## config.mk

```make
export PLATFORM = sky130hd
export DESIGN_NAME = cp0
export DESIGN_NICKNAME = d
export VERILOG_FILES = /design/src/rtl/cp0.sv
export SDC_FILE = /design/constraint.sdc
export NUM_CORES = 1
export LEC_CHECK = 0
export ABC_CLOCK_PERIOD_IN_PS = 2900
export CAP_MARGIN = 20
export CORE_MARGIN = 2
export CORE_UTILIZATION = 30
export DETAILED_ROUTE_END_ITERATION = 8
export MAX_ROUTING_LAYER = met4
export PLACE_DENSITY = 0.67
export SETUP_SLACK_MARGIN = 0.2
export SYNTH_ARGS = -nofsm -noshare
export SYNTH_HDL_FRONTEND = slang
export SYNTH_SLANG_ARGS = --single-unit
```

## constraint.sdc

```tcl
create_clock -name clk -period 2.9 [get_ports clk]
set_input_delay 0.29 -clock clk [delete_from_list [all_inputs] [get_ports clk]]
set_output_delay 0.29 -clock clk [all_outputs]
set_load 0.01 [all_outputs]
```

## src/rtl/cp0.sv

```systemverilog
// Coprocessor-0: exception/interrupt arbitration, SR/Cause/EPC/PRId storage,
// mfc0/mtc0 access and the PC-redirect request for the memory stage.
module cp0 #(
  parameter logic [31:0] HANDLER_ADDR = 32'h00004180,
  parameter logic [31:0] PRID         = 32'h20221217
) (
  input  logic        clk,
  input  logic        reset,
  input  logic [4:0]  A1,
  input  logic [4:0]  A2,
  input  logic [31:0] Din,
  input  logic        WE,
  input  logic [31:0] VPC,
  input  logic        BDIn,
  input  logic        isExcIn,
  input  logic [4:0]  excCodeIn,
  input  logic [5:0]  HWInt,
  input  logic        EXLClr,
  output logic [31:0] Dout,
  output logic [31:0] EPCOut,
  output logic [31:0] handlerPC,
  output logic        Req
);

  localparam int unsigned XLEN   = 32;
  localparam int unsigned RW     = 5;
  localparam logic [RW-1:0] R_SR    = RW'(12);
  localparam logic [RW-1:0] R_CAUSE = RW'(13);
  localparam logic [RW-1:0] R_EPC   = RW'(14);
  localparam logic [RW-1:0] R_PRID  = RW'(15);

  logic [5:0]      im;
  logic            exl;
  logic            ie;
  logic            bd;
  logic [5:0]      ip;
  logic [4:0]      exc_code;
  logic [XLEN-1:0] epc;

  logic            int_req;
  logic            exc_req;
  logic [XLEN-1:0] sr_val;
  logic [XLEN-1:0] cause_val;

  // Request is gated by reset so a trap in flight vanishes the instant reset rises.
  assign int_req = (|(HWInt & im)) & ie & ~exl & ~reset;
  assign exc_req = isExcIn & ~exl & ~reset;
  assign Req     = int_req | exc_req;

  assign sr_val    = {16'b0, im, 8'b0, exl, ie};
  assign cause_val = {bd, 15'b0, ip, 3'b0, exc_code, 2'b0};
  assign EPCOut    = epc;
  assign handlerPC = HANDLER_ADDR;

  // A trap overrides any concurrent mtc0 or eret; eret beats an mtc0 that sets EXL.
  always_ff @(posedge clk or posedge reset) begin
    if (reset) begin
      im       <= '0;
      exl      <= 1'b0;
      ie       <= 1'b0;
      bd       <= 1'b0;
      ip       <= '0;
      exc_code <= '0;
      epc      <= '0;
    end else begin
      ip <= HWInt;
      if (Req) begin
        exl      <= 1'b1;
        exc_code <= int_req ? 5'd0 : excCodeIn;
        bd       <= BDIn;
        epc      <= BDIn ? (VPC - XLEN'(4)) : VPC;
      end else begin
        if (WE && (A2 == R_SR)) begin
          im  <= Din[15:10];
          exl <= Din[1];
          ie  <= Din[0];
        end
        if (WE && (A2 == R_EPC)) epc <= Din;
        if (EXLClr) exl <= 1'b0;
      end
    end
  end

  // mfc0 read port: stored values only, no same-cycle write bypass.
  always_comb begin
    Dout = '0;
    case (A1)
      R_SR:    Dout = sr_val;
      R_CAUSE: Dout = cause_val;
      R_EPC:   Dout = epc;
      R_PRID:  Dout = PRID;
      default: Dout = '0;
    endcase
  end

endmodule
```

==> flow_metrics.py, run 1 <==
metrics = {
    "synthesis": {
        "synth_top_family_by_area": "multiplexers",
        "syn_inst": 366,
        "netlist_area_um2": 3490,
        "ys_top_cells_by_area": "dfrtp_1 37%, mux2i_1 19%, buf_4 6.9%, xnor2_1 5.5%, nor2_1 4.8%",
        "synth_compound_area_share_pct": 5.95,
        "async_flop_share_pct": 100,
        "yosysSeqAreaShare_pct": 37.2,
        "yosysWarningCount": 0,
        "synth_mux_area_share_pct": 21.2,
        "synth_top_area_share_pct": 37.2,
        "ys_seq_elements": 52,
        "synth_xor_area_share_pct": 7.27,
        "synth.largest_area_cell": "dfrtp_1",
        "synthSimpleGateAreaFrac_pct": 18.2,
        "synth_fa_ha_area_share_pct": 0.358,
        "synth_top_flop_cell": "dfrtp_1",
        "synth.avg_cell_area_um2": 9.54,
        "synth_edf_count": 0,
        "synthDistinctLibCells": 42,
    },
    "detailed_routing": {
        "vias": 3066,
        "drc": 0,
        "final_antenna_net_count": 0,
        "routed_wl_um": 10300,
        "first_iter_violations": 128,
        "wl_per_cell_um": 15.5,
        "dr.pass1.iters": 4,
        "viasPerCell": 4.61,
    },
    "timing": {
        "fmax_mhz": 405,
        "rsz0062_at_grt": "false",
        "fin_tns_setup_ns": 0,
        "fin_crit_sh_pct": 85.2,
        "max-slew-margin-rel_pct": 63.7,
        "drv_slew": 0,
        "finClkSkew_ns": 0.00649,
        "finalHoldViolCount": 0,
        "tightest_slew_ns": 0.544,
        "min_period_ns": 2.47,
        "setup_viol": 0,
    },
    "setup_path": {
        "start_kind": "input pin",
        "crit_buf_inv": 3,
        "cp.arrival_ns": 2.18,
        "crit_slowest_cell": "clkdlybuf4s50_1",
        "cp-end-kind": "primary output",
        "slowest_delay_ns": 0.54,
        "worstPathCellList": "clkdlybuf4s50_1 > nand3b_1 > nor2b_1 > buf_4 > and2_1 > clkdlybuf4s50_1",
        "critPathMostFrequentCell": "clkdlybuf4s50_1",
        "crit_family": "buffers and inverters",
        "worstSetupPathType": "input pin to primary output",
        "required_ns": 2.61,
        "cp_max_fo": 14,
    },
    "global_routing": {
        "grt_overflow": 0,
        "grt_max_degree": 53,
        "grt_pass1_vias": 3171,
        "grtUsageTotal_pct": 16.7,
        "grt_pass1_wl_um": 16300,
        "antenna_found_initial": 0,
    },
    "floorplan": {
        "ioPinCount": 188,
        "fp.dieW_um": 112,
        "rows": 39,
        "dieArea_um2": 12500,
        "initial_core_util_pct": 30.7,
        "die_y_um": 112,
        "core_um2": 11400,
    },
    "cells_and_area": {
        "syn2layout_area_growth_pct": 52.4,
        "drive_gt1_share_pct": 7.85,
        "fin_util_pct": 46.8,
        "diodes": 0,
        "nFillCells": 1110,
        "nNetsFinal": 613,
        "stdcell_area_um2": 5320,
        "layout.cells.non_filler": 665,
    },
    "clocking": {
        "clock-root-buffer": "clkbuf_16",
        "cts_max_level": 2,
        "cts_setup_buffers": 0,
        "clockBufferDepth": 2,
        "clkSlewWorstSetupHoldPaths_ns": 0.07,
        "cts_inserted_buffers": 5,
        "cts_tree": "built",
        "numClockSinks": 52,
        "clock_latency_ns": 0.29,
    },
    "placed_design": {
        "dp.cells": 657,
        "dp_hpwl_um": 8110,
        "place_area_um2": 5150,
        "place_congestion": 0.851,
        "port_buffers": 155,
    },
    "pwr": {
        "totalPowerFinal_uw": 3030,
        "power.leakage_uw": 0.00240,
        "ir_drop_v": 0.000272,
        "p_per_area_nw_per_um2": 569,
    },
    "status": {
        "status": "completed",
    },
    "worst_hold_path": {
        "worstHoldPathType": "input pin to async pin",
    },
    "job": {
        "cap_violations": 0,
    },
}
## flip-flops by register name (all words and copies together), names as in the netlist
name and flops:
bd 1, exc_code 5, ie 1, EPCOut 32, ip 6, exl 1
im 6
## where the power goes
part	internal, uW	switching, uW
Clock	411	284
Sequential	964	201
Combinational	688	481
## cells in the final DEF (no fill, tap or decap), types with 2 or more instances in the layout
cell	instances
nor2b_1	5
mux2_2	8
a22oi_1	6
xor2_1	7
nor4_2	3
dfrtp_1	52
and2_1	15
clkbuf_16	5
a21oi_1	15
nor4_1	5
or3_1	9
nand3_1	2
xnor2_1	22
conb_1	32
nand2_1	15
clkdlybuf4s50_1	154
mux2i_1	65
nor3_1	8
nor2_1	45
o21ai_0	9
buf_4	12
inv_1	3
## routing by layer
layer	up-vias	part of all wire [%]	wire (um)	global-route usage, %
met3	6	6.2	633	3.32
li1	1510	-	-	-
met5	-	0	0	-
met1	1433	45	4660	21.9
met2	117	48	4910	27.5
met4	0	0.80	82	2.63
## stage by stage
step	hold WS, ns	setup WS (ns)
floorplan	0.321	0.780
global placement	0.502	0.380
detailed placement	0.511	0.341
CTS	0.467	0.311
global route	0.472	0.318
finish	0.448	0.428
## cell usage after synthesis, types with 2 or more instances
library cell   n
nor3_1         8
nor2_1        45
nor4_2         3
a22oi_1        6
or3_1          9
and2_1        15
o21ai_0        9
mux2i_1       65
mux2_2         8
nor2b_1        5
buf_4         32
a21oi_1       15
inv_1          4
dfrtp_1       52
conb_1         2
xor2_1         7
clkbuf_1      12
nand2_1       16
xnor2_1       22
nor4_1         5
nand3_1        2
buf_1          4
## cells by family after synthesis
kind of cell               Yosys count
and+or+nand+nor                    119
other                                2
DFF                                 52
buffers and inverters               55
AOI/OAI and AO/OA                   35
adders and majority gates            1
xor gates and xnor gates            29
muxes                               73
## timing repair
action	in CTS	in global routing
endpoints found under the hold margin	0	0
endpoints found under the setup margin	0	3
hold buffers	0	0
gates resized for setup	0	1
## tightest hold or removal path, delay by kind of cell
kind / cells / cell delay [ns]
buffers and inverters: 3 / 0.83
## cell type report
class	count	area [um^2]	area share (%)
sequential	52	1300	24.4
clock buffer	5	125	2.35
timing repair buffer	168	1660	31.3
inverter	5	18.8	0.353
clock inverter	3	46.3	0.870
tap	143	179	3.36
multi-input combinational	289	1990	37.4
## path summary, 6_finish.rpt
kind,start,end,slack [ns],cells past startpoint
setup / recovery,A1[4],Dout[8],0.43,6
min in group clk,HWInt[4],ip[4],0.47,1
setup reg to reg,im[3],im[4],0.84,5
hold / removal,reset,exc_code[3],0.45,3
max in group asynchronous,reset,EPCOut[21],2.20,3
hold reg to reg,bd,bd,0.53,1
No activity file was read; power rests on OpenSTA's default activity.
==> inputs of run 2 (changes only) <==
--- a/config.mk
+++ b/config.mk
@@ -11,7 +11,6 @@
 export CORE_UTILIZATION = 30
 export DETAILED_ROUTE_END_ITERATION = 8
 export MAX_ROUTING_LAYER = met4
-export PLACE_DENSITY = 0.67
 export SETUP_SLACK_MARGIN = 0.2
 export SYNTH_ARGS = -nofsm -noshare
 export SYNTH_HDL_FRONTEND = slang
==> flow_metrics.py, run 2 (synthesis gave the netlist of run 1 again) <==
metrics = {
    "setup_path": {
        "startpoint": "A1[0]",
        "cp-end-kind": "primary output",
        "worstSetupPathType": "input pin to primary output",
        "reg2regPathDepth": 5,
        "required_ns": 2.61,
        "r2r_end": "ie",
        "r2r-start": "im[3]",
        "start_kind": "input pin",
        "cp.arrival_ns": 2.26,
        "cp_max_fo": 14,
        "reg2reg_slack_ns": 0.76,
    },
    "clocking": {
        "clkSlewWorstSetupHoldPaths_ns": 0.07,
        "numClockSinks": 52,
        "hold_buffers": 0,
        "cts_max_level": 2,
        "cts_inserted_buffers": 5,
        "clock_latency_ns": 0.29,
        "clock-root-buffer": "clkbuf_16",
        "clockBufferDepth": 2,
        "cts_tree": "built",
    },
    "detailed_routing": {
        "wl_met3_um": 721,
        "routed_wl_um": 10600,
        "wl_met1_um": 4690,
        "wl_met2_um": 5140,
        "viasPerCell": 4.72,
        "first_iter_violations": 120,
        "vias": 3138,
        "dr.pass1.iters": 6,
        "drc": 0,
        "highest_layer": "met4",
        "wl_per_cell_um": 16.0,
        "final_antenna_net_count": 0,
    },
    "worst_hold_path": {
        "whs_endpoint": "ip[0]",
        "hp-start": "HWInt[0]",
        "hold_depth": 1,
        "worstHoldPathType": "input pin to flop",
    },
    "global_routing": {
        "grt_max_degree": 53,
        "grtUsageTotal_pct": 17.2,
        "grt_overflow": 0,
        "antenna_found_initial": 0,
        "grt_pass1_wl_um": 16800,
        "grt_pass1_vias": 3235,
    },
    "timing": {
        "tightest_slew_ns": 0.684,
        "fin_crit_sh_pct": 87.8,
        "finClkSkew_ns": 0.00614,
        "fmax_mhz": 393,
        "min_period_ns": 2.55,
        "finalHoldViolCount": 0,
        "drv_slew": 0,
        "fin_tns_setup_ns": 0,
        "setup_viol": 0,
        "rsz0062_at_grt": "false",
        "max-slew-margin-rel_pct": 54.4,
    },
    "cells_and_area": {
        "layout_commonest_cell": "clkdlybuf4s50_1",
        "syn2layout_area_growth_pct": 52.4,
        "final_cell_mix": "155 x clkdlybuf4s50_1, 65 x mux2i_1, 52 x dfrtp_1",
        "diodes": 0,
        "stdcell_area_um2": 5320,
        "drive_gt1_share_pct": 8.05,
        "multi_input_area_um2": 2000,
        "nFillCells": 1125,
        "largest_reg_flops": 32,
        "final-seq-area_um2": 1300,
        "nNetsFinal": 613,
    },
    "placed_design": {
        "place_area_um2": 5140,
        "dp_hpwl_um": 8340,
        "port_buffers": 155,
        "place_congestion": 0.832,
    },
    "job": {
        "cap_violations": 0,
    },
    "floorplan": {
        "ioPinCount": 188,
        "die_y_um": 112,
        "dieArea_um2": 12500,
        "fp.dieW_um": 112,
        "core_um2": 11400,
        "initial_core_util_pct": 30.7,
        "rows": 39,
    },
    "status": {
        "status": "completed",
    },
    "pwr": {
        "p_per_area_nw_per_um2": 570,
        "power.leakage_uw": 0.00240,
        "ir_drop_v": 0.000342,
    },
}
==> run 2: what timing repair did <==
action                                  in CTS  in global routing
endpoints found under the setup margin       0                 14
setup buffers                                0                  0
resized for setup                            0                  2
==> run 2: worst max-delay path by stage <==
stage | endpoint | slack (ns) | cells after the start
2_1_floorplan | ie | 0.78 | 6
3_3_place_gp | Dout[20] | 0.24 | 6
3_5_place_dp | Dout[16] | 0.24 | 6
4_1_cts | Dout[16] | 0.21 | 6
5_1_grt | Dout[25] | 0.21 | 6
6_report | Dout[16] | 0.35 | 6
==> run 2: power breakdown <==
part	switching (uW)	total, uW	internal (uW)
Combinational	479	1160	685
Sequential	202	1170	964
Clock	274	707	433
==> run 2: cell type report <==
cell class	count	area share, %
Inverter	5	0.353
Timing Repair Buffer	168	31.0
Tap cell	143	3.36
Clock inverter	2	0.729
Multi-Input combinational cell	289	37.5
Clock buffer	6	2.61
Sequential cell	52	24.4
==> run 2: per-layer routing <==
layer,vias up,track usage (%)
li1,1502,-
met1,1493,21.6
met2,137,28.8
met3,6,3.81
met4,0,3.05
met5,-,-
==> run 2: critical path, cell delays in order <==
cell,delay (ns)
clkdlybuf4s50_1,0.59
nor2b_4,0.23
nor2b_1,0.20
buf_4,0.24
and2_1,0.16
clkdlybuf4s50_1,0.54
==> run 2: metrics by stage <==
step                hold WS (ns)  setup slack, ns  total power, uW  std cells  util, %
floorplan                  0.321            0.780             1680        396        -
global placement           0.500            0.241             2330        657     45.2
detailed placement         0.501            0.236             2360        657     45.2
CTS                        0.467            0.214             3070        665     46.7
global route               0.464            0.209             3230        665     46.8
finish                     0.473            0.354             3040        665     46.8
==> inputs of run 3 (changes only) <==
--- a/config.mk
+++ b/config.mk
@@ -12,6 +12,7 @@
 export DETAILED_ROUTE_END_ITERATION = 8
 export MAX_ROUTING_LAYER = met4
 export SETUP_SLACK_MARGIN = 0.2
+export SKIP_CTS_REPAIR_TIMING = 1
 export SYNTH_ARGS = -nofsm -noshare
 export SYNTH_HDL_FRONTEND = slang
 export SYNTH_SLANG_ARGS = --single-unit
==> results of run 3 <==
Same layout as run 2: the final DEF is identical, and so are final timing and power.
